--- src/rtl/uart_rx_param.sv ---
// Parametrised UART receiver: 2-FF synchroniser, 3-sample majority vote per bit, false-start rejection.
// Define UART_RX_BREAK_EN to add break detection (break_det port and S_BREAK_WAIT state).
//
// state        | meaning
// S_IDLE       | waiting for rx_s low while en_r is high; counters held at 0
// S_START      | start bit; a majority of 1 is a false start and returns to S_IDLE
// S_DATA       | shifting in DATA_BITS voted bits, LSB first
// S_PARITY     | voted parity bit compared with the parity of the shifted word
// S_STOP       | stop bit(s); the last vote publishes the word and flags
// S_BREAK_WAIT | after an all-zero frame, waits for one full bit time of idle line
module uart_rx_param #(
    parameter int DATA_BITS  = 8,
    parameter int PARITY     = 0,
    parameter int STOP_BITS  = 1,
    parameter int OVERSAMPLE = 16,
    parameter int BAUD_DIV   = 54
) (
    input  logic                 clk,
    input  logic                 rst,
    input  logic                 en_r,
    input  logic                 Rx,
    output logic [DATA_BITS-1:0] data,
    output logic                 done,
    output logic                 error,
    output logic                 parity_err,
    output logic                 frame_err,
`ifdef UART_RX_BREAK_EN
    output logic                 break_det,
`endif
    output logic                 busy
);

    localparam int TW = (BAUD_DIV > 1) ? $clog2(BAUD_DIV) : 1;
    localparam int SW = $clog2(OVERSAMPLE);
    localparam logic [TW-1:0] TICK_LAST = TW'(BAUD_DIV - 1);
    localparam logic [SW-1:0] SAMP_LAST = SW'(OVERSAMPLE - 1);
    localparam logic [SW-1:0] MID_LO    = SW'(OVERSAMPLE / 2 - 1);
    localparam logic [SW-1:0] MID_C     = SW'(OVERSAMPLE / 2);
    localparam logic [SW-1:0] MID_HI    = SW'(OVERSAMPLE / 2 + 1);
    localparam logic [3:0]    DATA_LAST = 4'(DATA_BITS - 1);
    localparam logic [3:0]    STOP_LAST = 4'(STOP_BITS - 1);

    typedef enum logic [2:0] {
        S_IDLE,
        S_START,
        S_DATA,
        S_PARITY,
        S_STOP
`ifdef UART_RX_BREAK_EN
        , S_BREAK_WAIT
`endif
    } state_t;

    state_t               state;
    logic                 rx_meta;
    logic                 rx_s;
    logic [TW-1:0]        tick_cnt;
    logic [SW-1:0]        samp_cnt;
    logic [SW-1:0]        samp_nxt;
    logic [3:0]           bit_cnt;
    logic [DATA_BITS-1:0] shreg;
    logic                 v_lo;
    logic                 v_mid;
    logic                 par_pend;
    logic                 frm_pend;
`ifdef UART_RX_BREAK_EN
    logic                 all_zero;
`endif
    logic                 tick;
    logic                 bit_end;
    logic                 vote_pt;
    logic                 vote;
    logic                 par_exp;

    assign tick     = (tick_cnt == TICK_LAST);
    assign samp_nxt = (samp_cnt == SAMP_LAST) ? '0 : samp_cnt + SW'(1);
    assign bit_end  = tick && (samp_cnt == SAMP_LAST);
    // Samples are taken on the tick that moves the counter onto MID-1, MID and MID+1.
    assign vote_pt  = tick && (samp_nxt == MID_HI);
    assign vote     = (v_lo & v_mid) | (v_lo & rx_s) | (v_mid & rx_s);
    assign par_exp  = (PARITY == 1) ? ~(^shreg) : ^shreg;

    always_ff @(posedge clk or posedge rst) begin
        if (rst) begin
            rx_meta    <= 1'b1;
            rx_s       <= 1'b1;
            state      <= S_IDLE;
            tick_cnt   <= '0;
            samp_cnt   <= '0;
            bit_cnt    <= '0;
            shreg      <= '0;
            v_lo       <= 1'b0;
            v_mid      <= 1'b0;
            par_pend   <= 1'b0;
            frm_pend   <= 1'b0;
`ifdef UART_RX_BREAK_EN
            all_zero   <= 1'b0;
            break_det  <= 1'b0;
`endif
            data       <= '0;
            done       <= 1'b0;
            error      <= 1'b0;
            parity_err <= 1'b0;
            frame_err  <= 1'b0;
            busy       <= 1'b0;
        end else begin
            rx_meta    <= Rx;
            rx_s       <= rx_meta;
            done       <= 1'b0;
            error      <= 1'b0;
            parity_err <= 1'b0;
            frame_err  <= 1'b0;
`ifdef UART_RX_BREAK_EN
            break_det  <= 1'b0;
`endif
            if (state != S_IDLE) begin
                if (tick) begin
                    tick_cnt <= '0;
                    samp_cnt <= samp_nxt;
                end else begin
                    tick_cnt <= tick_cnt + TW'(1);
                end
                if (tick && (samp_nxt == MID_LO)) v_lo  <= rx_s;
                if (tick && (samp_nxt == MID_C))  v_mid <= rx_s;
            end

            case (state)
                S_IDLE: begin
                    tick_cnt <= '0;
                    samp_cnt <= '0;
                    if (en_r && !rx_s) begin
                        state    <= S_START;
                        busy     <= 1'b1;
                        bit_cnt  <= '0;
                        par_pend <= 1'b0;
                        frm_pend <= 1'b0;
`ifdef UART_RX_BREAK_EN
                        all_zero <= 1'b1;
`endif
                    end
                end
                S_START: begin
                    if (vote_pt && vote) begin
                        state    <= S_IDLE;
                        busy     <= 1'b0;
                        tick_cnt <= '0;
                        samp_cnt <= '0;
                    end else if (bit_end) begin
                        state   <= S_DATA;
                        bit_cnt <= '0;
                    end
                end
                S_DATA: begin
                    if (vote_pt) begin
                        shreg <= {vote, shreg[DATA_BITS-1:1]};
`ifdef UART_RX_BREAK_EN
                        if (vote) all_zero <= 1'b0;
`endif
                    end
                    if (bit_end) begin
                        bit_cnt <= bit_cnt + 4'd1;
                        if (bit_cnt == DATA_LAST) begin
                            bit_cnt <= '0;
                            state   <= (PARITY != 0) ? S_PARITY : S_STOP;
                        end
                    end
                end
                S_PARITY: begin
                    if (vote_pt) begin
                        if (vote != par_exp) par_pend <= 1'b1;
`ifdef UART_RX_BREAK_EN
                        if (vote) all_zero <= 1'b0;
`endif
                    end
                    if (bit_end) begin
                        state   <= S_STOP;
                        bit_cnt <= '0;
                    end
                end
                S_STOP: begin
                    if (bit_end) bit_cnt <= bit_cnt + 4'd1;
                    if (vote_pt) begin
                        if (!vote) frm_pend <= 1'b1;
`ifdef UART_RX_BREAK_EN
                        if (vote) all_zero <= 1'b0;
`endif
                        // Leave at mid-bit so a start edge right after the stop bit is not missed.
                        if (bit_cnt == STOP_LAST) begin
                            tick_cnt <= '0;
                            samp_cnt <= '0;
`ifdef UART_RX_BREAK_EN
                            if (all_zero && !vote) begin
                                break_det <= 1'b1;
                                state     <= S_BREAK_WAIT;
                            end else
`endif
                            begin
                                data       <= shreg;
                                done       <= 1'b1;
                                parity_err <= par_pend;
                                frame_err  <= frm_pend | !vote;
                                error      <= par_pend | frm_pend | !vote;
                                state      <= S_IDLE;
                                busy       <= 1'b0;
                            end
                        end
                    end
                end
`ifdef UART_RX_BREAK_EN
                S_BREAK_WAIT: begin
                    if (!rx_s) begin
                        tick_cnt <= '0;
                        samp_cnt <= '0;
                    end else if (bit_end) begin
                        state    <= S_IDLE;
                        busy     <= 1'b0;
                        tick_cnt <= '0;
                        samp_cnt <= '0;
                    end
                end
`endif
                default: begin
                    state <= S_IDLE;
                    busy  <= 1'b0;
                end
            endcase
        end
    end

endmodule

--- config.mk ---
export PLATFORM = sky130hd
export DESIGN_NAME = uart_rx_param
export DESIGN_NICKNAME = d
export VERILOG_FILES = /design/src/rtl/uart_rx_param.sv
export SDC_FILE = /design/constraint.sdc
export NUM_CORES = 1
export LEC_CHECK = 0
export CORE_MARGIN = 2
export CORE_UTILIZATION = 25
export CTS_BUF_LIST = sky130_fd_sc_hd__clkbuf_2 sky130_fd_sc_hd__clkbuf_4 sky130_fd_sc_hd__clkbuf_8
export DETAILED_ROUTE_END_ITERATION = 10
export GPL_ROUTABILITY_DRIVEN = 1
export SLEW_MARGIN = 0
export SYNTH_ARGS = -nofsm -noshare
export SYNTH_HDL_FRONTEND = slang
export SYNTH_SLANG_ARGS = --single-unit
--- constraint.sdc ---
create_clock -name clk -period 4.6 [get_ports clk]
set_input_delay 0.46 -clock clk [delete_from_list [all_inputs] [get_ports clk]]
set_output_delay 0.46 -clock clk [all_outputs]
set_load 0.05 [all_outputs]
Word-level counts from Yosys, hierarchy flattened
Index checks and enable logic that the tools add are counted.

word-level totals
  bits in writable memories = 0
  input port bits = 4
  output and inout bits = 13
  bits in read-only memories = 0
  flip-flop bits (word level) = 44
  memories = 0
  logic and storage cells = 131
  bits in latches = 0

operators by class
  eq/ne operators = 24
  reduce and logical (&&, ||, !) cells = 25
  shifts and indexed selects = 0
  divide/modulo/power cells = 0
  magnitude comparators = 0
  multipliers = 0
  muxes and demuxes = 53
  $add $sub $neg = 3
  bitwise gates (word level) = 9

operators by type and width
  operator             count
  $mux 4               12
  $mux 6               5
  $mux 3               8
  $ne 2x2->1 const B   12
  $mux 1               21
  $pmux 4 s5           1
  $pmux 6 s3           1
  $pmux 3 s5           1
  $eq 4x4->1 const B   3
  $pmux 4 s3           1
  $reduce_and 5->1     2
  $add 4x1->4 const B  2
  $eq 4x3->1 const B   2
  $reduce_and 4->1     2
  $reduce_xor 8->1     1
  $reduce_and 7->1     1
  $add 6x1->6 const B  1
  $eq 3x2->1 const B   2
  $eq 6x6->1 const B   1
  $logic_and 1x1->1    6
  $reduce_and 2->1     3
  $or 1x1->1           5
  $reduce_bool 5->1    1
  $logic_not 4->1      1
  14 further kinds     19

Longest topological paths before layout
  depth in word-level cells = 8
  gate-level depth with buffers = 8
  mapped depth without buffers = 6

Least setup slack after synthesis
Ideal clock, no wire load.

  kind = reg2reg
  start point = reg samp_cnt[0]
  end point = reg data[0]
  stages on the path, launching flop included = 8
  setup time = 125 ps
  clock period less this slack = 1,921 ps
  slack = 2,679 ps
  arrival time = 1,797 ps
  required time = 4,475 ps
  path buffers = 2
  cell sequence = dfrtp_1 ha_1 clkbuf_2 nor2_1 a22oi_4 nor3_4 buf_6 mux2_2

between the ends
  word-level cells in the longest chain between the ends = 5
  elaborated cells on any way between the ends = 6
  classes of those cells = add/sub (1); eq/ne (2); mux (1); reduce/logical (2)

ends and longest elaborated chain
  what                                              RTL line  RTL
  from (decl)                                       58        logic [SW-1:0] samp_cnt;
  from (signal assigned)                            119       samp_cnt <= samp_nxt;
  $add 4x1->4 / $eq 4x4->1 (equally long branches)  76        assign samp_nxt = (samp_cnt == SAMP_LAST) ? '0 : samp_cnt + SW'(1);
  $mux 4 (*)                                        76
  $eq 4x4->1 (*)                                    79        assign vote_pt = tick && (samp_nxt == MID_HI);
  $logic_and 1x1->1 (*)                             79
  $reduce_and 3->1 (no source line) (*)             n/a
  to (signal assigned)                              198       data <= shreg;
  to (decl)                                         22        output logic [DATA_BITS-1:0] data,

Mark *: on every way between the ends. The rest lies on a longest branch, timed or not.
A chain may end at the register's enable or synchronous reset.

Worst setup path in the final report
  start point = reg samp_cnt[0]
  end point = reg data[1]

The elaborated chain is that of the path after synthesis.

==> run_results.csv <==
group,metric,value,unit
drt,dr_wl_cell,13.0,um
cells_and_area,multi_input_area,0.00116,mm2
drt,detailedRoute.firstPassIterationCount,4,
clock_tree,clockBufferDepth,2,
die,start_util,0.257,
synthesis,synth-edff-count,0,
power_and_ir_drop,portion_of_total_power_attributed_to_the_clock_network,0.433,
worst_setup_path,cp.required,4790,ps
placement,numPortBuffers,16,
cells_and_area,drive_above_1_share,0.190,
worst_setup_path,crit_path_end_kind,"register",
clock_tree,clkTransAtPathRegs,100,ps
flow_run,max_cap_violations,0,
drt,vias_per_cell,4.57,
cells_and_area,fin_nets,237,
clock_tree,cts_resized,0,
timing,slew_viol_final,0,
timing,max_freq,0.453,GHz
clock_tree,clock_sinks,44,
power_and_ir_drop,p_leak,0.00121,uW
power_and_ir_drop,share_seq_of_total_power,0.550,
global_route,grt_overflow_total,0,
cells_and_area,area_delta_synth_final,15.9,%
synthesis,cell_count_after_synthesis,211,
clock_tree,cts_root_buffer,"sky130_fd_sc_hd__clkbuf_8",
power_and_ir_drop,p_switching,153,uW
power_and_ir_drop,switching_share,0.216,
worst_setup_path,critical_path.max_fanout,12,
cells_and_area,final_common_cell,"sky130_fd_sc_hd__dfrtp_1",
drt,initial_drc_count,89,
global_route,antenna_found_initial,0,
drt,remaining_drc_errors,0,
cells_and_area,mostFrequentLayoutCells,"42 x sky130_fd_sc_hd__dfrtp_1, 20 x sky130_fd_sc_hd__mux2_2, 16 x sky130_fd_sc_hd__clkdlybuf4s50_1",
cells_and_area,area.sequential,0.00110,mm2
worst_setup_path,setup.worst_path.start_class,"register",
global_route,grt_max_degree,45,
timing,fin_setup_tns,0,ps
synthesis,ys_warn_count,0,
placement,dpl-instance-area,0.00264,mm2
clock_tree,cts-hold-fix-buffers,0,
timing,worst_case_clock_skew,12.2,ps
cells_and_area,fillers,965,
worst_setup_path,crit_slowest_cell,"sky130_fd_sc_hd__nor3_4",
worst_setup_path,rr_endpoint,"data[1]",
worst_setup_path,worstReg2RegStart,"samp_cnt[0]",
min_path,hold_removal_path_class,"register to register",
min_path,hold-path-endpoint,"rx_s",
worst_setup_path,critPathArrivalTime,2390,ps
worst_setup_path,crit_chain,"ha_1, nor2_1, a22oi_4, nor3_4, mux2_2",
clock_tree,cts-buffers-inserted,5,
min_path,hold_depth,0,
run_status,status,"finished clean",
power_and_ir_drop,peakVddDrop,0.000173,V
worst_setup_path,max_stage_delay,510,ps
synthesis,post_syn_area,0.00238,mm2
die,chipHeight,102,um
clock_tree,clock_tree_from_tritoncts,"done",
synthesis,synthArstFlopShare,1.00,
power_and_ir_drop,pwr_dens,257,mW/mm2
die,core-area,0.00924,mm2
global_route,gr-usage-all-layers,0.0964,
cells_and_area,layout.cell_area.non_filler,0.00276,mm2
worst_setup_path,reg2reg_setup_slack,2390,ps
drt,detailroute.via_count,1622,
cells_and_area,insertedDiodeCount,0,
timing,max_slew_margin,0.391,
timing,fin_ws,2390,ps
placement,finalWeightedCongestion,0.830,
timing,final.period_utilization,0.480,
die,boundaryPins,17,
min_path,holdCritStartpoint,"rx_meta",
timing,finalHoldViolations,0,
timing,setup_repair_after_global_routing_missed_its_margin,"false",
global_route,first_global_vias,1611,
synthesis,post_synth_net_total,223,
clock_tree,later_pin_clock_latency_in_the_skew_report,300,ps
synthesis,post_synthesis_cell_type_count,62,
clock_tree,htree_levels,2,
synthesis,synth.yosys.seq_area_share,0.464,
placement,place_worst_setup_slack,2340,ps
timing,finalSetupViolCount,0,
die,core.rowCount,35,
worst_setup_path,ff2ff_path_depth,5,
clock_tree,cts_setup_buffers,0,
drt,finalWirelength,4610,um
die,die_extent_in_x,102,um
timing,max_slew.worst_pin.slew,912,ps
worst_setup_path,crit_type,"register to register",
timing,timing.final.crit_period,2210,ps
synthesis,ys_seq_elements,44,
synthesis,syn-mean-instance-area,11.3,um2
die,dieArea,0.0103,mm2
placement,final_hpwl_from_detailed_placement,3260,um
drt,route.antenna.remaining_nets,0,
synthesis,dominantRegCellSynth,"sky130_fd_sc_hd__dfrtp_1",
power_and_ir_drop,power.combinational.fraction,0.017,
global_route,grt_pass1_wl,7890,um
power_and_ir_drop,internal_power,555,uW
-- through the flow --
stage	hold slack (ps)	utilization	cells	power, uW
after floorplan	345	-	211	404
after global placement	349	0.286	347	410
after detailed placement	352	0.286	347	410
after CTS	364	0.298	355	719
after global routing	369	0.298	355	737
final	363	0.298	355	709
-- cell usage after synthesis (all sizes together), types with 3 or more instances --
master / count / share of area
a211oi: 3 / 0.0095
a21oi: 11 / 0.023
and3: 5 / 0.014
buf: 5 / 0.017
clkbuf: 4 / 0.0074
dfrtp: 42 / 0.44
ha: 8 / 0.042
inv: 14 / 0.022
mux2: 20 / 0.095
nand2: 5 / 0.0079
nand3: 7 / 0.020
nand4: 5 / 0.013
nor2: 12 / 0.020
nor2b: 4 / 0.011
nor3: 8 / 0.026
o21ai: 4 / 0.0084
xnor2: 7 / 0.026
xor2: 4 / 0.015
-- state kept, by name, indices dropped and copies added, names as in the netlist, 3 cells and up --
signal    flops
bit_cnt       4
data          8
samp_cnt      4
shreg         8
state         3
tick_cnt      6
-- area by class of cell --
type,instances,area share
multi-input combinational,144,0.422
inverter,14,0.0191
clock inverter,3,0.0168
tap,129,0.0586
sequential,44,0.400
clock buffer,5,0.0250
timing repair buffer,16,0.0581
-- worst max-delay path by stage --
| stage | from | to | slack (ps) | cells past startpoint |
|---|---|---|---|---|
| floorplan | samp_cnt[0] | data[0] | 2680 | 7 |
| global placement | en_r | bit_cnt[1] | 2370 | 5 |
| detailed placement | en_r | bit_cnt[1] | 2340 | 5 |
| CTS | samp_cnt[0] | data[3] | 2360 | 5 |
| global route | bit_cnt[0] | data[0] | 2190 | 6 |
| finish | samp_cnt[0] | data[1] | 2390 | 5 |
-- power by group through the flow --
stage / Clock (uW) / Combinational [uW] / Sequential (uW)
floorplan: 0 / 7.25 / 397
global placement: 0 / 12.7 / 397
detailed placement: 0 / 12.9 / 397
CTS: 317 / 12.9 / 390
global route: 333 / 14.3 / 390
finish: 307 / 12.0 / 390
-- critical path, delay by kind of cell, from the launching register on --
| family | cells | cell delay (ps) |
|---|---|---|
| adder cells (fa/ha/maj) | 1 | 340 |
| AND/OR/NAND/NOR | 2 | 750 |
| flip-flops | 1 | 460 |
| multiplexers | 1 | 390 |
| AO/OA/AOI/OAI | 1 | 130 |
-- layer usage --
| layer | share of wire | global-route usage | up-vias | wire (um) |
|---|---|---|---|---|
| li1 | - | - | 788 | - |
| met1 | 0.49 | 0.134 | 809 | 2270 |
| met2 | 0.47 | 0.152 | 21 | 2170 |
| met3 | 0.030 | 0.0242 | 4 | 138 |
| met4 | 0.0072 | 0.0218 | 0 | 33 |
| met5 | 0 | 0 | - | 0 |
-- kinds of logic (layout without fill, tap and decap cells) --
group,after synthesis,in the layout,synth area share
buf+inv,23,38,0.0463
flops,44,44,0.464
compound gates,40,40,0.126
xor+xnor,12,12,0.0500
simple gates,61,61,0.164
fa+ha+maj,9,9,0.0463
mux,22,22,0.103
(Power assumes the default switching activity.)
